===== config.mk =====
export PLATFORM = sky130hd
export DESIGN_NAME = _ram8
export DESIGN_NICKNAME = d
export VERILOG_FILES = /design/src/rtl/_ram8_pkg.sv /design/src/rtl/_ram8_gates.sv /design/src/rtl/_ram8.sv
export SDC_FILE = /design/constraint.sdc
export NUM_CORES = 1
export LEC_CHECK = 0
export CORE_MARGIN = 2
export CORE_UTILIZATION = 45
export CTS_BUF_LIST = sky130_fd_sc_hd__clkbuf_4 sky130_fd_sc_hd__clkbuf_8
export DETAILED_ROUTE_END_ITERATION = 8
export PLACE_DENSITY_LB_ADDON = 0.1
export SLEW_MARGIN = 20
export SYNTH_ARGS = -nofsm -noshare
export SYNTH_HDL_FRONTEND = slang
export SYNTH_SLANG_ARGS = --single-unit
export TNS_END_PERCENT = 5

===== constraint.sdc =====
create_clock -name in_clk -period 1.5 [get_ports in_clk]
set_input_delay 0.225 -clock in_clk [delete_from_list [all_inputs] [get_ports in_clk]]
set_output_delay 0.225 -clock in_clk [all_outputs]
set_load 0.005 [all_outputs]

===== src/rtl/_ram8_pkg.sv =====
// Shared widths and types for the 8-word x 16-bit RAM slice.
// All buses are MSB-first: bit 0 is the most significant bit, for both data and address.
`timescale 1ns/1ps
package _ram8_pkg;
   localparam int unsigned WORD_W = 16;
   localparam int unsigned ADDR_W = 3;
   localparam int unsigned WORDS  = 1 << ADDR_W;

   typedef logic [0:WORD_W-1] word_t;
   typedef logic [0:ADDR_W-1] addr_t;
endpackage


===== src/rtl/_ram8_gates.sv =====
// Gate-level building blocks for _ram8: storage bit/register, load demultiplexers, read multiplexers.
// Select bit 0 is always the MSB and is the first split in every tree.
`timescale 1ns/1ps

module _bit (
   input  logic in_clk,
   input  logic in_rst_n,
   input  logic in_d,
   input  logic in_load,
   output logic out_q
);
   logic bit_d;
   logic bit_q;

   always_comb begin
      bit_d = in_load ? in_d : bit_q;
   end

   always_ff @(posedge in_clk or negedge in_rst_n) begin
      if (!in_rst_n) bit_q <= 1'b0;
      else           bit_q <= bit_d;
   end

   assign out_q = bit_q;
endmodule

module _register16
   import _ram8_pkg::*;
#(
   parameter int unsigned N = WORD_W
) (
   input  logic         in_clk,
   input  logic         in_rst_n,
   input  logic [0:N-1] in_a,
   input  logic         in_load,
   output logic [0:N-1] out_y
);
   for (genvar i = 0; i < N; i++) begin : g_bit
      _bit u_bit (
         .in_clk  (in_clk),
         .in_rst_n(in_rst_n),
         .in_d    (in_a[i]),
         .in_load (in_load),
         .out_q   (out_y[i])
      );
   end
endmodule

module _dmux (
   input  logic in_x,
   input  logic in_sel,
   output logic out_a,
   output logic out_b
);
   assign out_a = in_x & ~in_sel;
   assign out_b = in_x &  in_sel;
endmodule

module _dmux4way (
   input  logic       in_x,
   input  logic [0:1] in_sel,
   output logic [0:3] out_y
);
   logic lo;
   logic hi;

   _dmux u_top (.in_x(in_x), .in_sel(in_sel[0]), .out_a(lo),       .out_b(hi));
   _dmux u_lo  (.in_x(lo),   .in_sel(in_sel[1]), .out_a(out_y[0]), .out_b(out_y[1]));
   _dmux u_hi  (.in_x(hi),   .in_sel(in_sel[1]), .out_a(out_y[2]), .out_b(out_y[3]));
endmodule

module _dmux8way (
   input  logic       in_x,
   input  logic [0:2] in_sel,
   output logic [0:7] out_y
);
   logic lo;
   logic hi;

   // MSB picks the half, the remaining two bits pick the word within it
   _dmux     u_top (.in_x(in_x), .in_sel(in_sel[0]),   .out_a(lo), .out_b(hi));
   _dmux4way u_lo  (.in_x(lo),   .in_sel(in_sel[1:2]), .out_y(out_y[0:3]));
   _dmux4way u_hi  (.in_x(hi),   .in_sel(in_sel[1:2]), .out_y(out_y[4:7]));
endmodule

module _mux16
   import _ram8_pkg::*;
#(
   parameter int unsigned N = WORD_W
) (
   input  logic [0:N-1] in_a,
   input  logic [0:N-1] in_b,
   input  logic         in_sel,
   output logic [0:N-1] out_y
);
   assign out_y = in_sel ? in_b : in_a;
endmodule

module _mux4way16
   import _ram8_pkg::*;
#(
   parameter int unsigned N = WORD_W
) (
   input  logic [0:N-1] in_w0,
   input  logic [0:N-1] in_w1,
   input  logic [0:N-1] in_w2,
   input  logic [0:N-1] in_w3,
   input  logic [0:1]   in_sel,
   output logic [0:N-1] out_y
);
   logic [0:N-1] lo;
   logic [0:N-1] hi;

   _mux16 #(.N(N)) u_lo  (.in_a(in_w0), .in_b(in_w1), .in_sel(in_sel[1]), .out_y(lo));
   _mux16 #(.N(N)) u_hi  (.in_a(in_w2), .in_b(in_w3), .in_sel(in_sel[1]), .out_y(hi));
   _mux16 #(.N(N)) u_top (.in_a(lo),    .in_b(hi),    .in_sel(in_sel[0]), .out_y(out_y));
endmodule

module _mux8way16
   import _ram8_pkg::*;
#(
   parameter int unsigned N = WORD_W
) (
   input  logic [0:N-1] in_w [8],
   input  logic [0:2]   in_sel,
   output logic [0:N-1] out_y
);
   logic [0:N-1] lo;
   logic [0:N-1] hi;

   _mux4way16 #(.N(N)) u_lo (
      .in_w0(in_w[0]), .in_w1(in_w[1]), .in_w2(in_w[2]), .in_w3(in_w[3]),
      .in_sel(in_sel[1:2]), .out_y(lo)
   );
   _mux4way16 #(.N(N)) u_hi (
      .in_w0(in_w[4]), .in_w1(in_w[5]), .in_w2(in_w[6]), .in_w3(in_w[7]),
      .in_sel(in_sel[1:2]), .out_y(hi)
   );
   _mux16 #(.N(N)) u_top (.in_a(lo), .in_b(hi), .in_sel(in_sel[0]), .out_y(out_y));
endmodule


===== src/rtl/_ram8.sv =====
// Eight-word x 16-bit RAM: one load strobe steered to a single register, combinational read mux.
// Reads have zero latency; a write becomes visible on out_y after the loading edge.
`timescale 1ns/1ps
module _ram8
   import _ram8_pkg::*;
#(
   parameter int unsigned N     = WORD_W,
   parameter int unsigned DEPTH = WORDS
) (
   input  logic              in_clk,
   input  logic              in_rst_n,
   input  logic [0:N-1]      in_a,
   input  logic              in_load,
   input  logic [0:ADDR_W-1] in_addr,
   output logic [0:N-1]      out_y
);
   logic [0:DEPTH-1] load_sel;
   logic [0:N-1]     word_y [8];

   _dmux8way u_dmux (
      .in_x  (in_load),
      .in_sel(in_addr),
      .out_y (load_sel)
   );

   for (genvar k = 0; k < DEPTH; k++) begin : g_word
      _register16 #(.N(N)) u_reg (
         .in_clk  (in_clk),
         .in_rst_n(in_rst_n),
         .in_a    (in_a),
         .in_load (load_sel[k]),
         .out_y   (word_y[k])
      );
   end

   _mux8way16 #(.N(N)) u_mux (
      .in_w  (word_y),
      .in_sel(in_addr),
      .out_y (out_y)
   );
endmodule


==> impl_metrics.py <==
metrics = {
    "cells_and_area": {
        "nets": 430,
        "drive_gt1_share_pct": 64.1,
        "n_antenna_cell": 0,
        "fin_cells": 593,
        "design_area_sq_um": 7320,
        "final_util_pct": 57.3,
        "area_growth_pct": 23.3,
        "largest_reg_flops": 128,
        "fillCellCount": 1010,
    },
    "global_route": {
        "antenna_found_initial": 0,
        "grt_max_degree": 84,
        "grt_pass1_wl_mm": 20.4,
        "grt_pass1_vias": 3533,
        "grt_usage_pct": 19.2,
        "grt-ovfl-total": 0,
    },
    "sta": {
        "fin_ws_ns": -0.447,
        "finalSetupViolCount": 16,
        "hold_violations": 0,
        "worst_clock_skew_ns": 0,
        "rsz0062_at_grt": "yes",
        "slew_headroom_pct": 61.5,
        "setup_tns_ns": -6.62,
        "period_minus_slack_ns": 1.95,
        "whs_ns": 0.349,
        "slew_viol_final": 0,
        "clock.fmax_mhz": 514,
        "worst_pin_slew_ns": 0.577,
        "period_share_pct": 130,
    },
    "yosys": {
        "ys_ff_latch": 128,
        "synth_nets": 356,
        "synth_warnings": 0,
        "ys_seq_area_share_pct": 53.9,
        "synth_area_leader_cell": "dfrtp_1",
        "synth.most_common_cell": "mux2_2",
        "syn_area_sq_um": 5940,
        "synth_area_per_cell_sq_um": 17.8,
        "synthCells": 334,
        "yosys.area.top_type_share_pct": 53.9,
        "synth_top_flop_cell": "dfrtp_1",
        "synthTopCellsByArea": "dfrtp_1 54%, mux2_2 27%, mux4_1 7.5%",
        "netlist_top_cells_count": "140 x mux2_2, 128 x dfrtp_1, 17 x mux4_1",
        "synth-edff-count": 0,
        "synth_cell_type_count": 13,
        "synthArstFlopShare_pct": 100,
    },
    "clock_tree": {
        "clkSinkCount": 128,
        "tritoncts": "done",
        "clock_latency_ns": 0.43,
        "clk_pin_slew_ns": 0.08,
        "htreeDepth": 4,
        "cts_buffers": 17,
        "clock_path_buffers": 2,
        "clk_root_buffer_cell": "clkbuf_8",
    },
    "floorplanning": {
        "core_area_sq_um": 12800,
        "initial_utilization_pct": 46.5,
        "die_w_microns": 119,
        "dieArea_sq_um": 14100,
        "rows": 41,
        "fp.dieH_microns": 119,
        "ios": 38,
    },
    "status": {
        "violations": "setup timing",
        "outcome": "finished with violations",
    },
    "critical_path": {
        "worstPathArrival_ns": 1.72,
        "critPathLaunchType": "flip-flop",
        "r2r-start": "g_word[5].u_reg.g_bit[14].u_bit.out_q$_DFFE_PN0P_",
        "critPathKind": "reg2out",
        "critical_path_peak_fanout": 2,
        "cp-startpoint": "g_word[3].u_reg.g_bit[12].u_bit.out_q$_DFFE_PN0P_",
        "end_kind": "output pin",
        "critPathRequiredTime_ns": 1.27,
    },
    "pwr": {
        "p_sw_share_pct": 23.6,
        "seq_power_share_pct": 46.1,
        "intPower_mw": 7.61,
        "power_mw": 9.96,
        "power_density_nw_per_um2": 1360,
        "clkPwrFrac_pct": 32.8,
        "vdd_drop_max_mv": 0.715,
        "switchingPower_mw": 2.35,
        "pwr-share-comb_pct": 21.1,
        "p_leak_nw": 3.16,
    },
    "place": {
        "placed_cells_incl_taps": 558,
        "post-place-ws_ns": -0.652,
        "placed_area_sq_um": 6830,
        "post-dp-hpwl_mm": 7.96,
        "portBuffers": 37,
        "place_congestion": 0.712,
    },
    "drt": {
        "vias": 3222,
        "top_layer": "met4",
        "vias_per_cell": 5.43,
        "wire_per_inst_microns": 20.6,
        "wl_met2_mm": 5.78,
        "dr.pass1.iters": 4,
        "drt_iter0_drc": 159,
        "drc": 0,
        "m1WireLength_mm": 5.97,
        "finalWirelength_mm": 12.2,
        "met3_length_microns": 345,
        "ant_nets": 0,
    },
    "run": {
        "cap_violations": 0,
    },
    "worst_hold_path": {
        "hp-class": "in2async",
    },
}
worst max-delay path, stage by stage, from the launching register on:
cell     delay, ns
dfrtp_1       0.39
mux4_2        0.47
mux2_4        0.30
buf_6         0.12
layout make-up:
type / instances / area (sq um) / share of cell area (%)
flip-flops and latches: 128 / 3200 / 43.8
multi-input cells: 184 / 2560 / 34.9
repair buffers: 77 / 903 / 12.3
clock buffers: 22 / 284 / 3.88
well taps: 172 / 215 / 2.94
clock inverters: 10 / 159 / 2.17
final timing paths:
check                                                               endpoint  slack [ns]  cells past startpoint
hold reg to reg            g_word[6].u_reg.g_bit[13].u_bit.out_q$_DFFE_PN0P_        0.49                      1
hold / removal              g_word[7].u_reg.g_bit[4].u_bit.out_q$_DFFE_PN0P_        0.35                      3
min in group in_clk        g_word[6].u_reg.g_bit[13].u_bit.out_q$_DFFE_PN0P_        0.49                      1
setup / recovery                                                   out_y[12]       -0.45                      3
setup reg to reg           g_word[5].u_reg.g_bit[14].u_bit.out_q$_DFFE_PN0P_        0.61                      2
max in group asynchronous   g_word[6].u_reg.g_bit[1].u_bit.out_q$_DFFE_PN0P_        0.66                      3
power by group through the flow:
stage / combinational [mW] / clock (mW) / sequential, mW
2_1_floorplan: 1.31 / 0 / 4.49
3_3_place_gp: 1.91 / 0 / 4.59
3_5_place_dp: 1.96 / 0 / 4.63
4_1_cts: 2.14 / 3.35 / 4.59
5_1_grt: 2.27 / 3.51 / 4.69
6_report: 2.10 / 3.27 / 4.59
routing by layer:
metal  global-route usage [%]  vias up
met5                        0        -
met4                     6.03        0
met3                     5.08       11
met2                     28.9       47
met1                     27.4     1729
li1                         -     1435
placed cells by master, fill, tap and decap left out:
cell type and n:
mux2_2 124, clkinvlp_4 2, buf_4 21, nand4b_4 3, clkdlybuf4s50_1 17, dfrtp_1 128, buf_12 17, clkbuf_8 19
dlygate4sd3_1 1, nor4b_4 1, clkinv_2 3, buf_2 2, buf_6 18, mux4_2 32, mux2_1 4, clkinv_4 1
and4bb_2 3, dlymetal6s2s_1 1, bufinv_16 4, mux2_4 16, clkbuf_4 3, nand4_4 1
kinds of logic (layout without fill, tap and decap cells):
group                  count (synthesis)  count (layout)  synth area share [%]
buffers and inverters                 22             109                  2.97
flip-flops                           128             128                  53.9
AND/OR/NAND/NOR                        8               8                  2.59
multiplexers                         176             176                  40.5
what timing repair did:
item	CTS	global route
hold buffers	1	0
setup buffers	2	0
gates resized for setup	114	2
endpoints found under the hold margin	128	0
setup endpoints to repair	17	63
No activity file was read; power rests on OpenSTA's default activity.
